## config.mk

```make
export PLATFORM = sky130hd
export DESIGN_NAME = can_tx_scheduler
export DESIGN_NICKNAME = d
export VERILOG_FILES = /design/src/rtl/can_tx_scheduler_pkg.sv /design/src/rtl/can_tx_scheduler_prio_arbiter.sv /design/src/rtl/can_tx_scheduler.sv
export SDC_FILE = /design/constraint.sdc
export NUM_CORES = 1
export LEC_CHECK = 0
export ABC_AREA = 1
export CORE_ASPECT_RATIO = 0.8
export CORE_MARGIN = 2
export CORE_UTILIZATION = 47
export CTS_CLUSTER_DIAMETER = 80
export CTS_CLUSTER_SIZE = 25
export DETAILED_ROUTE_END_ITERATION = 6
export PLACE_DENSITY = 0.8
export SLEW_MARGIN = 25
export SYNTH_ARGS = -nofsm -noshare
export SYNTH_HDL_FRONTEND = slang
export SYNTH_HIERARCHICAL = 1
export SYNTH_SLANG_ARGS = --single-unit
```

## constraint.sdc

```tcl
create_clock -name clk -period 10.7 [get_ports clk]
set_input_delay 1.07 -clock clk [delete_from_list [all_inputs] [get_ports clk]]
set_output_delay 1.07 -clock clk [all_outputs]
set_load 0.005 [all_outputs]
```

## src/rtl/can_tx_scheduler_pkg.sv

```systemverilog
// Shared types and defaults for the CAN transmit scheduler.
// Latency: n/a (declarations only).
// Backpressure: n/a.
package can_sched_pkg;

    typedef enum logic [1:0] {
        ST_IDLE  = 2'd0,
        ST_ISSUE = 2'd1,
        ST_WAIT  = 2'd2,
        ST_CLEAR = 2'd3
    } sched_state_t;

    localparam int DEF_NUM_REQ   = 4;
    localparam int DEF_ID_W      = 11;
    localparam int DEF_DATA_W    = 8;
    localparam int DEF_TIMEOUT   = 64;
    localparam int DEF_MAX_RETRY = 2;

    // Low bit of entry idx inside a vector packing entries of width w back to back.
    function automatic int pk_lo(input int idx, input int w);
        return idx * w;
    endfunction

endpackage

```

## src/rtl/can_tx_scheduler_prio_arbiter.sv

```systemverilog
// Picks the occupied mailbox with the lowest ID; ties go to the lowest index.
// Latency: purely combinational.
// Backpressure: none; result is only consumed by the scheduler while idle.
module can_prio_arbiter
    import can_sched_pkg::*;
#(
    parameter int NUM_REQ = DEF_NUM_REQ,
    parameter int ID_W    = DEF_ID_W
) (
    input  logic [NUM_REQ-1:0]      full,
    input  logic [NUM_REQ*ID_W-1:0] ids,
    output logic                    any,
    output logic [$clog2(NUM_REQ)-1:0] idx
);

    localparam int SEL_W = $clog2(NUM_REQ);

    logic [ID_W-1:0] best_id;

    // Ascending scan with strict compare keeps the lowest index on equal IDs.
    always_comb begin
        any     = 1'b0;
        idx     = '0;
        best_id = '0;
        for (int i = 0; i < NUM_REQ; i++) begin
            if (full[i] && (!any || (ids[pk_lo(i, ID_W) +: ID_W] < best_id))) begin
                any     = 1'b1;
                idx     = SEL_W'(i);
                best_id = ids[pk_lo(i, ID_W) +: ID_W];
            end
        end
    end

endmodule

```

## src/rtl/can_tx_scheduler.sv

```systemverilog
// Shares the CAN controller transmit path between NUM_REQ one-entry mailboxes, lowest ID first.
// Latency: accept to ctl_tx_req 2 cycles; ctl_tx_done to done 1 cycle; mailbox free 1 cycle after done.
// Backpressure: req_ready[i] stays low while mailbox i holds a frame, through all retries.
module can_tx_scheduler
    import can_sched_pkg::*;
#(
    parameter int NUM_REQ   = DEF_NUM_REQ,
    parameter int ID_W      = DEF_ID_W,
    parameter int DATA_W    = DEF_DATA_W,
    parameter int TIMEOUT   = DEF_TIMEOUT,
    parameter int MAX_RETRY = DEF_MAX_RETRY
) (
    input  logic                          clk,
    input  logic                          reset_n,
    input  logic [NUM_REQ-1:0]            req_valid,
    output logic [NUM_REQ-1:0]            req_ready,
    input  logic [NUM_REQ*ID_W-1:0]       req_id,
    input  logic [NUM_REQ*DATA_W-1:0]     req_data,
    output logic [NUM_REQ-1:0]            done,
    output logic [NUM_REQ-1:0]            err,
    output logic [DATA_W-1:0]             ctl_data_in,
    output logic                          ctl_tx_req,
    input  logic                          ctl_tx_done,
    output logic                          busy,
    output logic [$clog2(NUM_REQ)-1:0]    cur_sel
);

    localparam int SEL_W = $clog2(NUM_REQ);
    localparam int CNT_W = (TIMEOUT > 1) ? $clog2(TIMEOUT) : 1;
    localparam int RTY_W = (MAX_RETRY > 0) ? $clog2(MAX_RETRY + 1) : 1;

    sched_state_t               state_q, state_d;
    logic [NUM_REQ-1:0]         full_q, full_d;
    logic [NUM_REQ*ID_W-1:0]    mb_id_q, mb_id_d;
    logic [NUM_REQ*DATA_W-1:0]  mb_data_q, mb_data_d;
    logic [SEL_W-1:0]           sel_q, sel_d;
    logic [CNT_W-1:0]           cnt_q, cnt_d;
    logic [RTY_W-1:0]           retry_q, retry_d;
    logic [DATA_W-1:0]          dout_q, dout_d;
    logic                       tx_req_q, tx_req_d;
    logic [NUM_REQ-1:0]         done_q, done_d;
    logic [NUM_REQ-1:0]         err_q, err_d;

    logic                       win_any;
    logic [SEL_W-1:0]           win_idx;

    can_prio_arbiter #(
        .NUM_REQ (NUM_REQ),
        .ID_W    (ID_W)
    ) u_arb (
        .full (full_q),
        .ids  (mb_id_q),
        .any  (win_any),
        .idx  (win_idx)
    );

    // Mailboxes: load on handshake, free only when the scheduler leaves CLEAR.
    always_comb begin
        full_d    = full_q;
        mb_id_d   = mb_id_q;
        mb_data_d = mb_data_q;
        for (int i = 0; i < NUM_REQ; i++) begin
            if (req_valid[i] && !full_q[i]) begin
                full_d[i]                                = 1'b1;
                mb_id_d[pk_lo(i, ID_W) +: ID_W]          = req_id[pk_lo(i, ID_W) +: ID_W];
                mb_data_d[pk_lo(i, DATA_W) +: DATA_W]    = req_data[pk_lo(i, DATA_W) +: DATA_W];
            end
        end
        if (state_q == ST_CLEAR) begin
            full_d[sel_q] = 1'b0;
        end
    end

    // Service FSM; every output is computed for the next state so it leaves a flop.
    always_comb begin
        state_d  = state_q;
        sel_d    = sel_q;
        cnt_d    = cnt_q;
        retry_d  = retry_q;
        dout_d   = dout_q;
        tx_req_d = 1'b0;
        done_d   = '0;
        err_d    = '0;
        case (state_q)
            ST_IDLE: begin
                if (win_any) begin
                    sel_d    = win_idx;
                    retry_d  = '0;
                    dout_d   = mb_data_q[pk_lo(int'(win_idx), DATA_W) +: DATA_W];
                    tx_req_d = 1'b1;
                    state_d  = ST_ISSUE;
                end
            end
            ST_ISSUE: begin
                cnt_d   = '0;
                state_d = ST_WAIT;
            end
            ST_WAIT: begin
                if (ctl_tx_done) begin
                    done_d[sel_q] = 1'b1;
                    state_d       = ST_CLEAR;
                end else if (cnt_q == CNT_W'(TIMEOUT - 1)) begin
                    if (retry_q < RTY_W'(MAX_RETRY)) begin
                        retry_d  = retry_q + 1'b1;
                        tx_req_d = 1'b1;
                        state_d  = ST_ISSUE;
                    end else begin
                        err_d[sel_q] = 1'b1;
                        state_d      = ST_CLEAR;
                    end
                end else begin
                    cnt_d = cnt_q + 1'b1;
                end
            end
            ST_CLEAR: begin
                dout_d  = '0;
                state_d = ST_IDLE;
            end
            default: begin
                dout_d  = '0;
                state_d = ST_IDLE;
            end
        endcase
    end

    // State, mailboxes and registered outputs; reset drops any frame in flight silently.
    always_ff @(posedge clk or negedge reset_n) begin
        if (!reset_n) begin
            state_q   <= ST_IDLE;
            full_q    <= '0;
            mb_id_q   <= '0;
            mb_data_q <= '0;
            sel_q     <= '0;
            cnt_q     <= '0;
            retry_q   <= '0;
            dout_q    <= '0;
            tx_req_q  <= 1'b0;
            done_q    <= '0;
            err_q     <= '0;
        end else begin
            state_q   <= state_d;
            full_q    <= full_d;
            mb_id_q   <= mb_id_d;
            mb_data_q <= mb_data_d;
            sel_q     <= sel_d;
            cnt_q     <= cnt_d;
            retry_q   <= retry_d;
            dout_q    <= dout_d;
            tx_req_q  <= tx_req_d;
            done_q    <= done_d;
            err_q     <= err_d;
        end
    end

    assign req_ready   = ~full_q;
    assign done        = done_q;
    assign err         = err_q;
    assign ctl_data_in = dout_q;
    assign ctl_tx_req  = tx_req_q;
    assign busy        = (state_q != ST_IDLE);
    assign cur_sel     = sel_q;

endmodule
```

==> metrics.log, run 1 <==
INFO  metric clock_tree.buffer_depth = 2
INFO  metric design.final.nets = 781
INFO  metric run_status = finished, final reports clean
INFO  metric timing.hold.worst_path_depth = 1
INFO  metric global_route.overflow_total = 0
INFO  metric worst_setup_path_start_kind = register
INFO  metric tns = 0 ns
INFO  metric critPathMaxFanout = 25
INFO  metric post-synth-top-area-cell = sky130_fd_sc_hd__dfrtp_1
INFO  metric synth-seq-cells = 109
INFO  metric area_delta_synth_final = 26.31%
INFO  metric fp.dieW = 125.7 um
INFO  metric post-route-drc-count = 0
INFO  metric port_buffers = 106
INFO  metric cpMostUsedCell = sky130_fd_sc_hd__nand2_1
INFO  metric synth_most_common_cell = sky130_fd_sc_hd__nand2_1
INFO  metric synthArstFlopShare = 100.0%
INFO  metric yosysTopAreaCellShare = 48.98%
INFO  metric detailroute.via_count = 4358
INFO  metric netlist_instances = 565
INFO  metric groute.usage.overall = 20.85%
INFO  metric firstDrtPassIters = 6
INFO  metric first_global_vias = 4323
INFO  metric finalMaxSlewViolations = 0
INFO  metric seq_area = 2728 um^2
INFO  metric worst-endpoint-arrival = 6.96 ns
INFO  metric max_freq = 149.0 MHz
INFO  metric timing.final.crit_share = 62.73%
INFO  metric placementRows = 35
INFO  metric worst_hold_startpoint = mb_data_q[19]
INFO  metric reg2reg_slack = 3.99 ns
INFO  metric slowest_delay = 0.64 ns
INFO  metric top_cell_types_by_occurrence_after_synthesis = sky130_fd_sc_hd__nand2_1 (129), sky130_fd_sc_hd__dfrtp_1 (109), sky130_fd_sc_hd__mux2_2 (62), sky130_fd_sc_hd__inv_1 (39)
INFO  metric start_util = 48.35%
INFO  metric antenna_found_initial = 0
INFO  metric drt_iter0_drc = 390
INFO  metric ios = 107
INFO  metric area_taken_by_multi_input_logic_gates = 2580 um^2
INFO  metric detailed_place_hpwl = 9794 um
INFO  metric yosys_warnings = 6
INFO  metric grt_start_max_net_pins = 64
INFO  metric clock_latency = 0.36 ns
INFO  metric nFillCells = 943
INFO  metric whs_endpoint = mb_data_q[19]
INFO  metric die_height = 101.4 um
INFO  metric synth_seq_area_share = 48.98%
INFO  metric post_synth.cell_area_avg = 9.857 um^2
INFO  metric number_of_clock_buffers_inserted_by_tritoncts = 9
INFO  metric grt_pass1_wl = 20940 um
INFO  metric max_cap_violations = 0
INFO  metric post_drt_wl_per_cell = 15.60 um
INFO  metric worst_slew_margin_rel = 49.17%
INFO  metric drive_above_1_share = 15.33%
INFO  metric summed_instance_area_of_the_synthesized_netlist = 5569 um^2
INFO  metric tritoncts_clock_tree = yes
INFO  metric tightest_slew = 0.7625 ns
INFO  metric hp-class = reg2reg
INFO  metric yosys-top-cells-area = sky130_fd_sc_hd__dfrtp_1 (49%), sky130_fd_sc_hd__mux2_2 (13%), sky130_fd_sc_hd__nand2_1 (8.7%)
INFO  metric antenna_violating_nets_post_route = 0
INFO  metric synth_flop_cell = sky130_fd_sc_hd__dfrtp_1
INFO  metric cts_root_buffer = sky130_fd_sc_hd__clkbuf_16
INFO  metric cts_hold_repair.buffers = 0
INFO  metric worst_ep_required_time = 10.95 ns
INFO  metric r2r_start = full_q[0]
INFO  metric h-tree-depth = 3
INFO  metric clock_transition_time_at_the_flip_flop_clock_pins_of_the_worst_setup_and_hold_paths = 0.08 ns
INFO  metric synth.lib_cells_used.distinct = 34
INFO  metric r2r_cells = 34
INFO  metric vias_per_cell = 5.315
INFO  metric post-cts-setup-buffer-count = 0
INFO  metric gpl.final_weighted_congestion = 0.8592
INFO  metric synth_enable_flop_cells = 0
INFO  metric skew = 0.01142 ns
INFO  metric final_hold_viol_count = 0
INFO  metric rsz0062_at_grt = false
INFO  metric core_region_area = 11520 um^2
INFO  metric final-setup-viol-count = 0
INFO  metric crit_slowest_cell = sky130_fd_sc_hd__dfrtp_1
INFO  metric floorplan.die_area = 12740 um^2
INFO  metric postRouteWirelength = 12790 um
INFO  metric nets_in_the_synthesized_netlist = 679
INFO  metric crit_path_class = reg2reg
INFO  metric cts.sink_count = 109
INFO  metric post_cts_resized = 0
INFO  metric antennaDiodeCount = 0
INFO  metric worst_setup_path_end_kind = register
INFO  metric worstReg2RegEnd = ctl_data_in[3]
INFO  metric layout_min_cycle_time = 6.712 ns
## worst max-delay path by stage
| stage | end | cells past startpoint | startpoint |
|---|---|---|---|
| final | ctl_data_in[3] | 34 | full_q[0] |
| after global routing | ctl_data_in[3] | 35 | full_q[0] |
| after CTS | ctl_data_in[3] | 34 | full_q[0] |
| after detailed placement | ctl_data_in[3] | 34 | full_q[0] |
| after global placement | ctl_data_in[7] | 31 | full_q[0] |
| after floorplan | ctl_data_in[0] | 39 | full_q[0] |
## final cells by class
cell class | instances | share of cell area (%)
repair buffers | 107 | 15.15
clock inverters | 7 | 1.263
inverters | 43 | 2.295
flip-flops and latches | 109 | 38.78
clock buffers | 9 | 3.202
well taps | 148 | 2.633
multi-input cells | 397 | 36.68
## registers in the layout, indices dropped and copies added, names as in the netlist, 4 cells and up
signal / flops
ctl_data_in: 8
err: 4
done: 4
mb_id_q: 44
mb_data_q: 32
cnt_q: 6
full_q: 4
## through the flow
step | worst slack [ns] | hold WS (ns) | std cells | util, % | area, um^2
final | 3.988 | 0.5116 | 820 | 61.08 | 7034
after global routing | 3.246 | 0.5324 | 820 | 61.08 | 7034
after CTS | 4.191 | 0.5154 | 820 | 61.08 | 7034
after detailed placement | 4.276 | 0.4971 | 804 | 58.35 | 6720
after global placement | 4.582 | 0.4885 | 804 | 58.35 | 6720
after floorplan | 5.745 | 0.4646 | 565 | - | 5569
## cells by family (layout without fill, tap and decap cells)
logic type	Yosys count	in the layout	synth area share [%]
AOI/OAI and AO/OA	70	70	7.077
xor gates and xnor gates	4	4	0.6292
adders and majority gates	31	31	6.965
buffers and inverters	59	166	4.695
DFF	109	109	48.98
muxes	68	68	13.75
and+or+nand+nor	224	224	17.91
## critical path: cells and delay by family, from the launching register on
kind	cells	cell delay, ns
compound gates	7	1.56
buf+inv	2	0.56
flops	1	0.64
simple gates	22	2.87
fa+ha+maj	3	0.98
## placed cells by master (no fill, tap or decap)
cell                                n
sky130_fd_sc_hd__a211oi_1           2
sky130_fd_sc_hd__a21o_1             1
sky130_fd_sc_hd__a21oi_1           30
sky130_fd_sc_hd__a21oi_2            1
sky130_fd_sc_hd__buf_4              2
sky130_fd_sc_hd__bufinv_16          1
sky130_fd_sc_hd__clkbuf_16          9
sky130_fd_sc_hd__clkdlybuf4s50_1  105
sky130_fd_sc_hd__clkinv_1           1
sky130_fd_sc_hd__clkinv_8           1
sky130_fd_sc_hd__clkinvlp_4         1
sky130_fd_sc_hd__dfrtp_1          109
sky130_fd_sc_hd__ha_1              31
sky130_fd_sc_hd__inv_1             39
sky130_fd_sc_hd__inv_2              3
sky130_fd_sc_hd__inv_6              4
sky130_fd_sc_hd__mux2_1             6
sky130_fd_sc_hd__mux2_2            62
sky130_fd_sc_hd__nand2_1          129
sky130_fd_sc_hd__nand2_2            5
sky130_fd_sc_hd__nand2_4            5
sky130_fd_sc_hd__nand3_1           36
sky130_fd_sc_hd__nand3_2            1
sky130_fd_sc_hd__nand3_4            2
sky130_fd_sc_hd__nand4_1            4
sky130_fd_sc_hd__nor2_1            36
sky130_fd_sc_hd__nor2_4             1
sky130_fd_sc_hd__nor3_1             2
sky130_fd_sc_hd__o21a_1             1
sky130_fd_sc_hd__o21ai_0           29
sky130_fd_sc_hd__o21ai_1            2
sky130_fd_sc_hd__o21bai_4           1
sky130_fd_sc_hd__o221a_2            2
sky130_fd_sc_hd__o22a_1             1
sky130_fd_sc_hd__or2_1              1
sky130_fd_sc_hd__or2_2              2
sky130_fd_sc_hd__xnor2_1            2
sky130_fd_sc_hd__xor2_1             2
## metal layers
layer | vias up | global-route usage [%] | part of all wire [%]
met4 | 0 | 5.470 | 1.8
li1 | 2086 | - | -
met2 | 162 | 34.72 | 47
met3 | 28 | 4.702 | 5.5
met1 | 2082 | 28.00 | 46
met5 | - | 0 | 0
Power of run 1 is left out: the tool's default activity adds up to more than one toggle a clock period on the data nets, which glitch-free logic cannot reach.
==> run 2, diff against run 1 <==
Settings changed: PLACE_DENSITY 0.8 to 0.83.
Clock period 10.7 ns to 5.56 ns, I/O delays scaled along.
==> metrics.log, run 2 (synthesis gave the netlist of run 1 again) <==
INFO  metric run_status = finished, final reports clean (unchanged)
INFO  metric slowest_delay = 0.41 ns (was 0.64 ns)
INFO  metric top_library_cells_by_usage_in_the_layout_fill_and_taps_aside = sky130_fd_sc_hd__nand2_1 (126), sky130_fd_sc_hd__dfrtp_1 (108), sky130_fd_sc_hd__clkdlybuf4s50_1 (105), sky130_fd_sc_hd__mux2_2 (62), sky130_fd_sc_hd__inv_1 (39) (was sky130_fd_sc_hd__nand2_1 (129), sky130_fd_sc_hd__dfrtp_1 (109), sky130_fd_sc_hd__clkdlybuf4s50_1 (105), sky130_fd_sc_hd__mux2_2 (62), sky130_fd_sc_hd__inv_1 (39))
INFO  metric grt_pass1_wl = 21160 um (was 20940 um)
INFO  metric rsz0062_at_grt = false (unchanged)
INFO  metric core_region_area = 11520 um^2 (unchanged)
INFO  metric crit_path_class = reg2reg (unchanged)
INFO  metric detailed_place_hpwl = 9745 um (was 9794 um)
INFO  metric postRouteWirelength = 12940 um (was 12790 um)
INFO  metric layout_min_cycle_time = 5.082 ns (was 6.712 ns)
INFO  metric cpMostUsedCell = sky130_fd_sc_hd__nand2_1 (unchanged)
INFO  metric worst_setup_path_end_kind = register (unchanged)
INFO  metric cts.sink_count = 109 (unchanged)
INFO  metric largest_register_ffs = 44 (unchanged)
INFO  metric clock_tree.buffer_depth = 2 (unchanged)
INFO  metric h-tree-depth = 3 (unchanged)
INFO  metric gpl.final_weighted_congestion = 0.9101 (was 0.8592)
INFO  metric final_hold_viol_count = 0 (unchanged)
INFO  metric clock_latency = 0.36 ns (about the same)
INFO  metric floorplan.die_area = 12740 um^2 (unchanged)
INFO  metric largest_register = mb_id_q (unchanged)
INFO  metric worst_ep_required_time = 5.81 ns (was 10.95 ns)
INFO  metric cts_hold_repair.buffers = 0 (unchanged)
INFO  metric firstDrtPassIters = 5 (was 6)
INFO  metric crit_slowest_cell = sky130_fd_sc_hd__dfrtp_2 (was sky130_fd_sc_hd__dfrtp_1)
INFO  metric start_util = 48.35% (unchanged)
INFO  metric antenna_found_initial = 0 (unchanged)
INFO  metric worst-endpoint-arrival = 5.33 ns (was 6.96 ns)
INFO  metric reg2reg_slack = 0.48 ns (was 3.99 ns)
INFO  metric clock_transition_time_at_the_flip_flop_clock_pins_of_the_worst_setup_and_hold_paths = 0.08 ns (about the same)
INFO  metric die_height = 101.4 um (unchanged)
INFO  metric instances_no_fill = 828 (was 820)
INFO  metric r2r_start = full_q[0] (unchanged)
INFO  metric critPathMaxFanout = 17 (was 25)
INFO  metric fp.dieW = 125.7 um (unchanged)
INFO  metric antennaDiodeCount = 0 (unchanged)
INFO  metric port_buffers = 106 (unchanged)
INFO  metric total_instance_count_after_detailed_placement = 806 (was 804)
INFO  metric tritoncts_clock_tree = yes (unchanged)
INFO  metric worst_slew_margin_rel = 45.12% (was 49.17%)
INFO  metric number_of_clock_buffers_inserted_by_tritoncts = 9 (unchanged)
INFO  metric antenna_violating_nets_post_route = 0 (unchanged)
INFO  metric first_global_vias = 4314 (was 4323)
INFO  metric skew = 0.009006 ns (was 0.01142 ns)
INFO  metric layout_commonest_cell = sky130_fd_sc_hd__nand2_1 (unchanged)
INFO  metric groute.usage.overall = 20.97% (was 20.85%)
INFO  metric area_delta_synth_final = 27.52% (was 26.31%)
INFO  metric finalCoreUtilization = 61.66% (was 61.08%)
INFO  metric post-route-drc-count = 0 (unchanged)
INFO  metric nFillCells = 948 (was 943)
INFO  metric ios = 107 (unchanged)
INFO  metric drt_iter0_drc = 363 (was 390)
INFO  metric vias_per_cell = 5.239 (was 5.315)
INFO  metric max_cap_violations = 0 (unchanged)
INFO  metric max_freq = 196.8 MHz (was 149.0 MHz)
INFO  metric detailroute.via_count = 4338 (was 4358)
INFO  metric crit_path_launch = full_q[0] (unchanged)
INFO  metric design.final.nets = 789 (was 781)
INFO  metric timing.final.crit_share = 91.40% (was 62.73%)
INFO  metric cts_root_buffer = sky130_fd_sc_hd__clkbuf_16 (unchanged)
INFO  metric worst_setup_path_start_kind = register (unchanged)
INFO  metric post_drt_wl_per_cell = 15.62 um (was 15.60 um)
INFO  metric tightest_slew = 0.8232 ns (was 0.7625 ns)
INFO  metric placementRows = 35 (unchanged)
INFO  metric global_route.overflow_total = 0 (unchanged)
INFO  metric drive_above_1_share = 17.06% (was 15.33%)
INFO  metric hp-class = in2async (was reg2reg)
INFO  metric tns = 0 ns (unchanged)
INFO  metric grt_start_max_net_pins = 67 (was 64)
INFO  metric finalMaxSlewViolations = 0 (unchanged)
INFO  metric final-setup-viol-count = 0 (unchanged)
==> run 2: metrics by stage <==
stage	hold WS, ns	setup WS [ns]	area, um^2
after floorplan	0.2604	0.6048	5569
after global placement	0.4886	0.1662	6735
after global routing	0.2327	0.002203	7102
after CTS	0.2065	0.1206	7034
final	0.1933	0.4781	7102
after detailed placement	0.4958	-0.02342	6735
==> run 2: metal layers <==
layer / wire [um] / share of wire, % / global-route usage (%)
met1: 5904 / 46 / 27.97
met2: 6119 / 47 / 34.89
met4: 253 / 2.0 / 6.496
met3: 658 / 5.1 / 4.490
met5: 0 / 0 / 0
==> run 2: layout make-up <==
type | count | area, um^2 | area share, %
inverter | 43 | 165.2 | 2.326
timing repair inverter | 1 | 7.507 | 0.1057
clock inverter | 7 | 70.07 | 0.9866
sequential | 109 | 2729 | 38.42
multi-input combinational | 398 | 2604 | 36.66
timing repair buffer | 113 | 1116 | 15.72
tap | 148 | 185.2 | 2.607
clock buffer | 9 | 225.2 | 3.171
==> run 2: worst paths after layout <==
check | endpoint | cells past startpoint
worst max-delay path | ctl_data_in[2] | 35
worst min-delay path | ctl_tx_req | 1
worst max register to register | ctl_data_in[2] | 35
worst min register to register | mb_data_q[5] | 2
max in group asynchronous | full_q[0] | 2
min in group clk | mb_data_q[5] | 2
==> run 2: critical path, delay by kind of cell (launching register included) <==
| family | cells | cell delay (ns) |
|---|---|---|
| simple gates | 23 | 2.12 |
| compound gates | 5 | 1.05 |
| fa+ha+maj | 3 | 0.94 |
| buf+inv | 4 | 0.47 |
| flops | 1 | 0.41 |
==> run 2: timing repair <==
| item | in CTS | in global routing |
|---|---|---|
| endpoints found under the setup margin | 8 | 10 |
| hold endpoints to repair | 0 | 0 |
| gates cloned | 0 | 2 |
| setup buffers | 0 | 4 |
| pin swaps | 0 | 1 |
| resized for setup | 2 | 9 |
Power of run 2 is left out for the same reason.
==> run 3, diff against run 2 <==
Settings changed: CORE_UTILIZATION 47 to 40, PLACE_DENSITY 0.83 to 0.74.
==> metrics.log, run 3 (synthesis gave the netlist of run 1 again) <==
INFO  metric antenna_found_initial = 0 (unchanged)
INFO  metric tns = 0 ns (unchanged)
INFO  metric drt_iter0_drc = 219 (was 363)
INFO  metric groute.usage.overall = 18.57% (was 20.97%)
INFO  metric first_global_vias = 4225 (was 4314)
INFO  metric drive_above_1_share = 17.50% (was 17.06%)
INFO  metric hp-class = in2async (unchanged)
INFO  metric run_status = finished, final reports clean (unchanged)
INFO  metric largest_register_ffs = 44 (unchanged)
INFO  metric worst_ep_required_time = 5.86 ns (was 5.81 ns)
INFO  metric floorplan.die_area = 14890 um^2 (was 12740 um^2)
INFO  metric grt_pass1_wl = 21250 um (was 21160 um)
INFO  metric gpl.final_weighted_congestion = 0.8144 (was 0.9101)
INFO  metric port_buffers = 106 (unchanged)
INFO  metric die_height = 109.5 um (was 101.4 um)
INFO  metric cts.sink_count = 109 (unchanged)
INFO  metric worst_setup_path_start_kind = register (unchanged)
INFO  metric tritoncts_clock_tree = yes (unchanged)
INFO  metric layout_commonest_cell = sky130_fd_sc_hd__nand2_1 (unchanged)
INFO  metric seq_area = 2729 um^2 (unchanged)
INFO  metric worst_setup_path_end_kind = register (unchanged)
INFO  metric global_route.overflow_total = 0 (unchanged)
INFO  metric ios = 107 (unchanged)
INFO  metric area_taken_by_multi_input_logic_gates = 2616 um^2 (was 2604 um^2)
INFO  metric grt_start_max_net_pins = 62 (was 67)
INFO  metric final-setup-viol-count = 0 (unchanged)
INFO  metric antennaDiodeCount = 0 (unchanged)
INFO  metric vias_per_cell = 5.003 (was 5.239)
INFO  metric crit_path_class = reg2reg (unchanged)
INFO  metric h-tree-depth = 3 (unchanged)
INFO  metric top_library_cells_by_usage_in_the_layout_fill_and_taps_aside = sky130_fd_sc_hd__nand2_1 (126), sky130_fd_sc_hd__dfrtp_1 (108), sky130_fd_sc_hd__clkdlybuf4s50_1 (105), sky130_fd_sc_hd__mux2_2 (62), sky130_fd_sc_hd__inv_1 (39) (unchanged)
INFO  metric final_hold_viol_count = 0 (unchanged)
INFO  metric worst_slew_margin_rel = 48.25% (was 45.12%)
INFO  metric detailed_place_hpwl = 10020 um (was 9745 um)
INFO  metric critPathMaxFanout = 23 (was 17)
INFO  metric tightest_slew = 0.7762 ns (was 0.8232 ns)
INFO  metric cts_hold_repair.buffers = 0 (unchanged)
INFO  metric placedInstanceArea = 6810 um^2 (was 6735 um^2)
INFO  metric placementRows = 38 (was 35)
INFO  metric postRouteWirelength = 13200 um (was 12940 um)
INFO  metric slowest_delay = 0.39 ns (was 0.41 ns)
INFO  metric worst-endpoint-arrival = 5.35 ns (was 5.33 ns)
INFO  metric clock_tree.buffer_depth = 2 (unchanged)
INFO  metric layout_min_cycle_time = 5.052 ns (was 5.082 ns)
INFO  metric fp.dieW = 135.9 um (was 125.7 um)
INFO  metric max_freq = 197.9 MHz (was 196.8 MHz)
INFO  metric design.final.nets = 789 (unchanged)
INFO  metric clock_transition_time_at_the_flip_flop_clock_pins_of_the_worst_setup_and_hold_paths = 0.08 ns (about the same)
INFO  metric firstDrtPassIters = 5 (unchanged)
INFO  metric clock_latency = 0.35 ns (was 0.36 ns)
INFO  metric cpMostUsedCell = sky130_fd_sc_hd__nand2_1 (unchanged)
INFO  metric detailroute.via_count = 4303 (was 4338)
INFO  metric finalMaxSlewViolations = 0 (unchanged)
INFO  metric post-route-drc-count = 0 (unchanged)
INFO  metric crit_slowest_cell = sky130_fd_sc_hd__dfrtp_2 (unchanged)
INFO  metric post_drt_wl_per_cell = 15.35 um (was 15.62 um)
INFO  metric timing.final.crit_share = 90.86% (was 91.40%)
INFO  metric nFillCells = 1250 (was 948)
INFO  metric core_region_area = 13600 um^2 (was 11520 um^2)
INFO  metric reg2reg_slack = 0.51 ns (was 0.48 ns)
INFO  metric area_delta_synth_final = 29.09% (was 27.52%)
INFO  metric start_util = 40.96% (was 48.35%)
INFO  metric number_of_clock_buffers_inserted_by_tritoncts = 9 (unchanged)
INFO  metric max_cap_violations = 0 (unchanged)
INFO  metric rsz0062_at_grt = false (unchanged)
INFO  metric cts_root_buffer = sky130_fd_sc_hd__clkbuf_16 (unchanged)
INFO  metric finalInstanceArea = 7189 um^2 (was 7102 um^2)
INFO  metric largest_register = mb_id_q (unchanged)
INFO  metric antenna_violating_nets_post_route = 0 (unchanged)
INFO  metric skew = 0.008370 ns (was 0.009006 ns)
[run 3: cell types whose count changed in the layout (fill, tap and decap cells not counted), sizes merged]
cell and delta:
clkbuf +1, clkinv -2, nand2 -1, inv +3
clkinvlp -1
[run 3: timing repair]
action | in CTS | in global routing
buffers inserted | 0 | 2
resized for setup | 0 | 20
endpoints found under the setup margin | 0 | 10
[run 3: area by class of cell]
type,count,area share [%]
Tap cell,180,3.133
Multi-Input combinational cell,397,36.39
Timing Repair Buffer,114,16.03
Inverter,43,2.297
Sequential cell,109,37.96
Clock buffer,9,3.133
Clock inverter,7,0.9572
Timing Repair inverter,1,0.1044
[run 3: per-layer routing]
layer | global-route usage, % | up-vias | part of all wire [%]
met5 | 0 | - | 0
met4 | 5.357 | 0 | 1.5
met3 | 3.827 | 15 | 4.9
met2 | 30.95 | 118 | 46
met1 | 24.72 | 2066 | 47
li1 | - | 2104 | -
[run 3: critical path, delay by kind of cell, from the launching register on]
kind / cells / cell delay, ns
fa+ha+maj: 3 / 0.90
buf+inv: 4 / 0.57
flops: 1 / 0.39
simple gates: 23 / 1.74
compound gates: 7 / 1.37
[run 3: final timing paths]
kind,startpoint,depth (start not counted),endpoint
min in group clk,mb_data_q[30],1,mb_data_q[30]
max in group asynchronous,reset_n,2,mb_id_q[2]
setup / recovery,full_q[0],37,ctl_data_in[3]
hold / removal,reset_n,1,mb_id_q[20]
setup reg to reg,full_q[0],37,ctl_data_in[3]
hold reg to reg,mb_data_q[30],1,mb_data_q[30]
[run 3: stage by stage]
| stage | util [%] | instances | setup WS (ns) | hold WS [ns] |
|---|---|---|---|---|
| 6_report | 52.87 | 860 | 0.5081 | 0.1953 |
| 3_3_place_gp | 50.08 | 841 | 0.2630 | 0.4896 |
| 4_1_cts | 52.25 | 857 | 0.1248 | 0.2179 |
| 5_1_grt | 52.87 | 860 | 0.04245 | 0.2463 |
| 2_1_floorplan | - | 565 | 0.6048 | 0.2604 |
| 3_5_place_dp | 50.08 | 841 | 0.1452 | 0.4969 |
Power of run 3 is left out for the same reason.
